===== config.mk =====
export PLATFORM = sky130hd
export DESIGN_NAME = lbp_hist
export DESIGN_NICKNAME = d
export VERILOG_FILES = /design/src/rtl/lbp_pkg.sv /design/src/rtl/lbp_hist_ram.sv /design/src/rtl/lbp_hist.sv
export SDC_FILE = /design/constraint.sdc
export NUM_CORES = 2
export LEC_CHECK = 0
export CORE_MARGIN = 5
export CORE_UTILIZATION = 57
export DETAILED_ROUTE_END_ITERATION = 8
export PLACE_DENSITY = 0.75
export SLEW_MARGIN = 20
export SYNTH_ARGS = -nofsm -noshare
export SYNTH_HDL_FRONTEND = slang
export SYNTH_SLANG_ARGS = --single-unit

===== constraint.sdc =====
create_clock -name clk -period 10.8 [get_ports clk]
set_clock_uncertainty 0.1 [all_clocks]
set_input_delay 1.08 -clock clk [delete_from_list [all_inputs] [get_ports clk]]
set_output_delay 1.08 -clock clk [all_outputs]
set_load 0.01 [all_outputs]

===== src/rtl/lbp_pkg.sv =====
// Shared types and helpers for the LBP histogram block.
package lbp_pkg;

    localparam int unsigned NUM_BINS  = 256;
    localparam int unsigned BIN_W     = 8;
    localparam int unsigned IMG_W_DEF = 128;

    typedef enum logic [2:0] {
        S_CLEAR = 3'd0,
        S_ACCUM = 3'd1,
        S_DRAIN = 3'd2,
        S_DUMP  = 3'd3,
        S_DONE  = 3'd4
    } state_t;

    // True when the {row, col} address lies on the outermost ring of the frame.
    function automatic logic is_edge(input logic [31:0] addr, input int unsigned img_w);
        int unsigned cw;
        logic [31:0] mask;
        logic [31:0] row;
        logic [31:0] col;
        cw   = $clog2(img_w);
        mask = (32'd1 << cw) - 32'd1;
        col  = addr & mask;
        row  = (addr >> cw) & mask;
        return (row == 32'd0) || (col == 32'd0) ||
               (row == img_w - 32'd1) || (col == img_w - 32'd1);
    endfunction

endpackage


===== src/rtl/lbp_hist_ram.sv =====
// 256-entry count RAM: one synchronous read port, one write port, read-old-data on collision.
module lbp_hist_ram
    import lbp_pkg::*;
#(
    parameter int unsigned CNT_W = 15
) (
    input  logic             clk,
    input  logic             we,
    input  logic [BIN_W-1:0] waddr,
    input  logic [CNT_W-1:0] wdata,
    input  logic [BIN_W-1:0] raddr,
    output logic [CNT_W-1:0] rdata
);

    logic [CNT_W-1:0] mem [NUM_BINS];

    always_ff @(posedge clk) begin
        if (we) begin
            mem[waddr] <= wdata;
        end
        rdata <= mem[raddr];
    end

endmodule


===== src/rtl/lbp_hist.sv =====
// LBP code histogram: clear, accumulate one sample per cycle, then stream 256 bins out.
module lbp_hist
    import lbp_pkg::*;
#(
    parameter int unsigned IMG_W     = IMG_W_DEF,
    parameter int unsigned CNT_W     = 15,
    parameter bit          SKIP_EDGE = 1'b1,
    localparam int unsigned COORD_W  = $clog2(IMG_W),
    localparam int unsigned ADDR_W   = 2 * COORD_W
) (
    input  logic              clk,
    input  logic              reset,
    input  logic [ADDR_W-1:0] lbp_addr,
    input  logic              lbp_valid,
    input  logic [BIN_W-1:0]  lbp_data,
    input  logic              finish,
    output logic              busy,
    output logic              hist_valid,
    input  logic              hist_ready,
    output logic [BIN_W-1:0]  hist_bin,
    output logic [CNT_W-1:0]  hist_count,
    output logic              hist_done
);

    localparam logic [BIN_W-1:0] LAST_BIN = BIN_W'(NUM_BINS - 1);

    state_t           state;
    logic [BIN_W-1:0] clr_ptr;
    logic [BIN_W:0]   rd_ptr;
    logic             r_vld;
    logic [BIN_W-1:0] r_bin;
    logic             p_vld;
    logic [BIN_W-1:0] p_bin;
    logic             f_vld;
    logic [BIN_W-1:0] f_bin;
    logic [CNT_W-1:0] f_cnt;
    logic [CNT_W-1:0] rdata;

    logic             accept_c;
    logic [CNT_W-1:0] old_c;
    logic [CNT_W-1:0] inc_c;
    logic             load_c;
    logic             advance_c;
    logic             we_c;
    logic [BIN_W-1:0] waddr_c;
    logic [CNT_W-1:0] wdata_c;
    logic [BIN_W-1:0] raddr_c;

    // Stage-1 increment with forwarding of the write issued one cycle earlier.
    always_comb begin
        accept_c  = (state == S_ACCUM) && lbp_valid &&
                    !(SKIP_EDGE && is_edge(32'(lbp_addr), IMG_W));
        old_c     = (f_vld && (f_bin == p_bin)) ? f_cnt : rdata;
        inc_c     = (&old_c) ? old_c : old_c + CNT_W'(1);
        load_c    = !hist_valid || hist_ready;
        advance_c = !r_vld || load_c;
        we_c      = p_vld;
        waddr_c   = p_bin;
        wdata_c   = inc_c;
        raddr_c   = lbp_data;
        if (state == S_CLEAR) begin
            we_c    = 1'b1;
            waddr_c = clr_ptr;
            wdata_c = '0;
        end
        // While stalled, re-read the pending bin so the RAM output stays put.
        if (state == S_DUMP) begin
            raddr_c = advance_c ? rd_ptr[BIN_W-1:0] : r_bin;
        end
    end

    lbp_hist_ram #(.CNT_W(CNT_W)) u_ram (
        .clk   (clk),
        .we    (we_c),
        .waddr (waddr_c),
        .wdata (wdata_c),
        .raddr (raddr_c),
        .rdata (rdata)
    );

    always_ff @(posedge clk or negedge reset) begin
        if (!reset) begin
            state      <= S_CLEAR;
            clr_ptr    <= '0;
            busy       <= 1'b1;
            hist_valid <= 1'b0;
            hist_bin   <= '0;
            hist_count <= '0;
            hist_done  <= 1'b0;
            p_vld      <= 1'b0;
            p_bin      <= '0;
            f_vld      <= 1'b0;
            f_bin      <= '0;
            f_cnt      <= '0;
            rd_ptr     <= '0;
            r_vld      <= 1'b0;
            r_bin      <= '0;
        end else begin
            p_vld <= accept_c;
            p_bin <= lbp_data;
            f_vld <= p_vld;
            f_bin <= p_bin;
            f_cnt <= inc_c;
            case (state)
                S_CLEAR: begin
                    clr_ptr <= clr_ptr + BIN_W'(1);
                    if (clr_ptr == LAST_BIN) begin
                        state <= S_ACCUM;
                        busy  <= 1'b0;
                    end
                end
                S_ACCUM: begin
                    if (finish) begin
                        state <= S_DRAIN;
                    end
                end
                S_DRAIN: begin
                    state  <= S_DUMP;
                    rd_ptr <= '0;
                    r_vld  <= 1'b0;
                end
                S_DUMP: begin
                    if (load_c) begin
                        hist_valid <= r_vld;
                        hist_bin   <= r_bin;
                        hist_count <= rdata;
                    end
                    if (advance_c) begin
                        r_vld <= !rd_ptr[BIN_W];
                        r_bin <= rd_ptr[BIN_W-1:0];
                        if (!rd_ptr[BIN_W]) begin
                            rd_ptr <= rd_ptr + (BIN_W+1)'(1);
                        end
                    end
                    if (hist_valid && hist_ready && (hist_bin == LAST_BIN)) begin
                        state     <= S_DONE;
                        hist_done <= 1'b1;
                    end
                end
                S_DONE: begin
                    hist_done <= 1'b1;
                end
                default: begin
                    state <= S_CLEAR;
                end
            endcase
        end
    end

endmodule


==> Word level (Yosys, flattened, before mapping) <==
Memories as Yosys holds them, arrays and structs flattened. A register that Yosys moved wholly into a read port is not among the register bits.
Index checks and enable logic that the tools add are counted.
{ "classes": {"n_addsub": 3, "n_eq_ne": 14, "muxes": 20, "n_bitwise": 1, "n_reduce_logical": 26} }
{ "op_table": {"columns": ["op", "count"], "rows": [
  ["$logic_not A32 Y1", 2],
  ["$mux W15", 3],
  ["$mux W8", 3],
  ["$mux W9", 2],
  ["$pmux W9 S2", 1],
  ["$eq A8 B8 Y1 const B", 2],
  ["$add A15 B1 Y15 const B", 1],
  ["$pmux W3 S5", 1],
  ["$reduce_and A15 Y1", 1],
  ["$eq A7 B7 Y1 const B", 2],
  ["$add A9 B1 Y9 const B", 1],
  ["$mux W3", 3],
  ["$add A8 B1 Y8 const B", 1],
  ["$eq A8 B8 Y1", 1],
  ["$reduce_and A2 Y1", 4],
  ["$eq A3 B2 Y1 const B", 2],
  ["$ne A2 B2 Y1 const B", 3],
  ["$logic_and A1 B1 Y1", 5],
  ["$logic_or A1 B1 Y1", 5],
  ["$mux W1", 5],
  ["$logic_not A1 Y1", 4],
  ["$ne A2 B1 Y1 const B", 2],
  ["$pmux W1 S2", 2],
  ["$reduce_and A4 Y1", 1],
  ["6 further kinds", 7]
]} }
{ "totals": {"ff_bits": 88, "mem_bits_rw": 3840, "input_bits": 27, "out_inout_bits": 26, "word_cells": 81, "memories": 1} }
{ "memory_table": {"columns": ["name", "depth", "width", "rd", "rd_ports_with_merged_regs", "wr", "line_no", "rtl"], "rows": [
  ["u_ram.mem", 256, 15, 1, 1, 1, "lbp_hist_ram.sv:15", "logic [CNT_W-1:0] mem [NUM_BINS];"]
]} }

==> Longest topological paths before layout <==
{ "depth": {"word_depth": 6, "mapped_depth": 15, "depth_no_buf": 12} }

==> Cells and area by module <==
From an unflattened synthesis, not the netlist that was laid out.
{ "unflattened": {"hier_cells": 7115, "hier_area_um2": 152077.1} }
{ "by_module_without_submodules": {"columns": ["mod", "instances", "cells_each", "area_per_inst_um2", "seq_area_each_um2"], "rows": [
  ["lbp_hist_ram", 1, 6708, 147611.6, 115610.9],
  ["lbp_hist", 1, 407, 4465.5, 2203.4]
]} }

==> Least setup slack after synthesis <==
OpenSTA, ideal clock, no wires.
{ "synth_path": {"kind": "reg-to-reg", "start": "reg p_bin[1]", "end": "mem u_ram.mem[0][13] (data pin)", "setup_time_ns": 1.576, "arrival_ns": 9.401, "required_time_ns": 9.124, "setup_slack_ns": -0.277, "path_stages_with_launch": 12, "path_buffers": 1, "synth_period_minus_slack_ns": 11.077, "cell_sequence": "dfrtp_1 xnor2_1 nand4_2 nor3_4 mux2i_1 inv_1 ha_1 o21ai_1 nor4_4 buf_6 inv_2 a21oi_1"} }
{ "synth_between": {"elab_chain_cells": 6, "elab_cells_between_ends": 7, "cone_classes": "add/sub: 1; eq/ne: 1; mux: 3; reduce/logical: 2"} }
{ "synth_rtl": {"columns": ["item", "line_no", "rtl"], "rows": [
  ["start: declaration", "lbp_hist.sv:33", "logic [BIN_W-1:0] p_bin;"],
  ["start signal: assignment", "lbp_hist.sv:100", "p_bin <= lbp_data;"],
  ["$eq A8 B8 Y1 (*)", "lbp_hist.sv:53", "old_c = (f_vld && (f_bin == p_bin)) ? f_cnt : rdata;"],
  ["$logic_and A1 B1 Y1 (*)", "lbp_hist.sv:53", null],
  ["$mux W15 (*)", "lbp_hist.sv:53", null],
  ["$add A15 B1 Y15 / $reduce_and A15 Y1 (equally long branches)", "lbp_hist.sv:54", "inc_c = (&old_c) ? old_c : old_c + CNT_W'(1);"],
  ["$mux W15 (*)", "lbp_hist.sv:54", null],
  ["$mux W15 (*)", "lbp_hist.sv:61", "if (state == S_CLEAR) begin"],
  ["via u_ram.wdata[13]", "lbp_hist_ram.sv:10", "input logic [CNT_W-1:0] wdata,"],
  ["end: declaration", "lbp_hist_ram.sv:15", null]
]} }
The timed path passes the listed nets; every way through them passes the cells marked *.

==> Worst setup path after layout <==
{ "layout_path": {"start": "in hist_ready", "end": "reg u_ram.rdata[10] (read register of u_ram.mem)"} }
{ "layout_between": {"elab_chain_cells": 4} }
{ "layout_rtl": {"columns": ["item", "line_no", "rtl"], "rows": [
  ["start: declaration", "lbp_hist.sv:19", "input logic hist_ready,"],
  ["$logic_or A1 B1 Y1", "lbp_hist.sv:55", "load_c = !hist_valid || hist_ready;"],
  ["$logic_or A1 B1 Y1", "lbp_hist.sv:56", "advance_c = !r_vld || load_c;"],
  ["$mux W8", null, null],
  ["$mux W8", "lbp_hist.sv:67", "if (state == S_DUMP) begin"],
  ["end: declaration", "lbp_hist_ram.sv:12", "output logic [CNT_W-1:0] rdata"]
]} }
No other way between the ends.
A chain may end at the register's enable or synchronous reset.

==> flow_summary.ini <==
[pwr]
p_sw_mw = 6.29
vdd_drop_max_mv = 0.149
p_clk_share_pct = 42.3
sw_frac_of_total_pct = 20.7
pwr-share-seq_pct = 54.5
internal_power_mw = 24.1
p_leak_nw = 59.0
powerDensity_nw_per_um2 = 179
p_comb_share_pct = 3.2

[setup_path]
reg2regPathDepth = 12
cpPeakStageDelay_ps = 720
timing.rr.start = state[0]
worstPathRequired_ps = 11450
path_class = input port to flop
worstPathArrival_ps = 7070
cp_cell_sequence = clkdlybuf4s50_1 -> nand3b_1 -> a211o_1 -> and2_4 -> buf_12 -> buf_4 -> mux4_2 -> a22o_1 -> a31oi_1 -> o221ai_1 -> o22ai_1 -> nor3_1
crit_fanout = 107
critPathSlowestCell = o22ai_1
critPathCapture = u_ram.rdata[10]
cp-start-kind = input port
r2r_setup_slack_ps = 4400
r2r_end = u_ram.rdata[13]
critPathLaunch = hist_ready
end_kind = flop

[place]
hpwlAfterDp_mm = 228
port_buffers = 52
routabilityCongestion = 0.886
place_area_um2 = 159000
dp_slack_ps = 3700

[synthesis]
synth_nets = 8859
yosys_warnings = 0
ys_seq_area_share_pct = 77.2
synth_edf_count = 3840
synth_cells = 8829
synthDistinctLibCells = 76
synth_top_flop_cell = edfxtp_1
syn_area_um2 = 153000
synth_seq_cells = 3943
syn_area_per_cell_um2 = 17.3
synth_async_sr_flop_share_pct = 2.23

[routing]
post_drt_via_cell_ratio = 6.84
antenna_left = 0
drtIter0Drc = 14201
drtPass1Iterations = 7
post-route-drc-count = 0
vias = 88377
wl_per_cell_um = 32.2
drt-total-wl_mm = 416

[sta]
period_minus_slack_ps = 6420
slew_headroom_pct = 12.3
worst_slack_ps = 4380
worstMarginPinSlew_ps = 1320
drv_slew = 0
hold_viol = 0
finalSetupViolations = 0
grt_setup_unrepaired = false
tns_ps = 0
fmax_ghz = 0.156
finalCritPeriodShare_pct = 59.5

[die]
die_height_um = 527
initial_core_util_pct = 57.1
dieArea_um2 = 278000
rows = 190
design.core.area_um2 = 267000
io_pins = 53
die_w_um = 527

[final_layout]
stdcell_area_um2 = 170000
fin_util_pct = 63.8
areaGrowthSynthToFinish_pct = 11.8
drive_gt1_share_pct = 16.0
fin_nets = 9095

[global_routing]
grt_pass1_vias = 85656
grt_pass1_wl_mm = 600
grt_remaining_overflow = 0
grt_max_degree = 221
antenna_found_initial = 15
globalRouteTotalUtil_pct = 29.5

[status]
status = finished clean

[cts]
cts_setup_buffers = 0
clk_path_buf_depth = 4
cts_buffers = 371
holdBufCountCts = 0
cts_root_buf = clkbuf_16
ctsResizeCount = 0
path_clk_slew_ps = 60
clkLatencyLatePin_ps = 930
cts_tree = yes
htree_levels = 5
cts_sinks = 3943

[worst_hold_path]
hold_path_class = input port to asynchronous set/reset pin

[job]
maxCapViolations = 0
-- state kept, by name, indices dropped and copies added, names as in the netlist, 3 cells and up --
| signal | cells |
|---|---|
| hist_bin | 8 |
| f_cnt | 15 |
| hist_count | 15 |
| state | 3 |
| r_bin | 8 |
| u_ram.rdata | 15 |
| f_bin | 8 |
| p_bin | 8 |
| rd_ptr | 9 |
| clr_ptr | 8 |
| u_ram.mem | 3840 |
-- how the worst min path moves through the flow --
stage	start	to	slack, ps	depth (start not counted)
6_report	reset	f_cnt[14]	150	1
5_1_grt	reset	hist_count[1]	200	1
4_1_cts	reset	f_cnt[5]	310	1
3_5_place_dp	busy	busy	360	1
3_3_place_gp	busy	busy	350	1
2_1_floorplan	p_vld	f_vld	310	0
-- synth_stat cells, types with 30 or more instances --
cell type / instances / area share (%)
dfrtp_1: 87 / 1.4
a31oi_1: 309 / 1.3
nand2_1: 1498 / 3.7
a22oi_1: 151 / 0.74
buf_2: 121 / 0.40
mux4_2: 453 / 6.7
o21ai_0: 55 / 0.18
mux2i_1: 328 / 2.2
a22o_1: 61 / 0.35
nor2_1: 280 / 0.69
a32oi_1: 214 / 1.2
nand3_1: 380 / 1.2
nand4_1: 31 / 0.13
o221ai_1: 30 / 0.17
a21oi_1: 128 / 0.42
clkbuf_1: 331 / 0.81
nor4_1: 44 / 0.18
a222oi_1: 39 / 0.26
xnor2_1: 31 / 0.18
mux2_2: 30 / 0.22
buf_4: 71 / 0.35
edfxtp_1: 3840 / 76
nor3_1: 35 / 0.11
-- metal layers --
metal  track usage, %  vias up  part of all wire [%]
li1                 -    35511                     -
met5                0        -                0.0098
met1             40.0    44658                    35
met3             8.87     1204                    14
met2             44.5     6998                    46
met4             14.1        6                   5.3
-- worst max-delay path, delay by kind of cell --
kind / cells / cell delay, ps
compound gates: 5 / 2310
buf+inv: 3 / 1740
simple gates: 3 / 1230
mux: 1 / 390
-- stage by stage --
stage / power [mW] / hold slack, ps / instances
global route: 31.2 / 204 / 12913
CTS: 30.5 / 307 / 12910
global placement: 17.8 / 349 / 12236
finish: 30.4 / 147 / 12924
detailed placement: 17.9 / 358 / 12242
floorplan: 17.5 / 306 / 8829
-- power groups by stage --
stage                     Sequential (mW)  Combinational, mW  Clock [mW]
after floorplan                      16.9              0.591           0
after global placement               16.9              0.934           0
after detailed placement             16.9              0.953           0
after CTS                            16.6              0.958        12.9
after global routing                 16.6               1.02        13.6
final                                16.6              0.988        12.9
-- cell families (layout without fill, tap and decap cells) --
| group | Yosys count | after routing | share of synthesized area, % |
|---|---|---|---|
| AO/OA/AOI/OAI | 1101 | 1101 | 5.20 |
| XOR/XNOR | 35 | 35 | 0.201 |
| adder cells (fa/ha/maj) | 3 | 3 | 0.0246 |
| buffers and inverters | 574 | 1105 | 1.76 |
| flip-flops | 3943 | 3943 | 77.2 |
| multiplexers | 811 | 811 | 9.06 |
| other | 0 | 12 | 0 |
| AND/OR/NAND/NOR | 2362 | 2362 | 6.52 |
-- cell type report --
cell class | count | area [um2]
fillers | 17355 | 96700
repair buffers | 427 | 3740
flip-flops and latches | 3943 | 118000
clock inverters | 190 | 1810
inverters | 10 | 37.5
diodes | 12 | 30.0
well taps | 3552 | 4440
clock buffers | 478 | 10000
multi-input cells | 4312 | 32600
-- cell usage in the layout, fill, tap and decap left out, types with 16 or more instances in the layout --
cell type / synthesis / layout
nor2_2: 0 / 39
bufinv_16: 0 / 32
edfxtp_1: 3840 / 3840
a211oi_1: 21 / 21
nand4_1: 31 / 31
o21ai_0: 55 / 53
a32oi_1: 214 / 214
o22ai_1: 24 / 24
clkinv_2: 0 / 54
a31oi_1: 309 / 307
a311oi_1: 26 / 22
a21oi_1: 128 / 124
a222oi_1: 39 / 39
and3_1: 18 / 18
nand3b_1: 22 / 22
buf_4: 71 / 343
mux2_2: 30 / 30
nor3_1: 35 / 30
xnor2_1: 31 / 31
nor2_1: 280 / 237
clkdlybuf4s50_1: 0 / 51
a22oi_1: 151 / 151
o221ai_1: 30 / 30
clkinv_1: 0 / 75
mux2i_1: 328 / 328
nand2_1: 1498 / 1480
clkbuf_1: 331 / 85
nor4_1: 44 / 30
mux4_2: 453 / 453
buf_12: 0 / 30
dfrtp_1: 87 / 87
nand3_1: 380 / 380
nand2_2: 1 / 16
a22o_1: 61 / 61
clkbuf_16: 0 / 383
No activity file was read; power rests on OpenSTA's default activity.
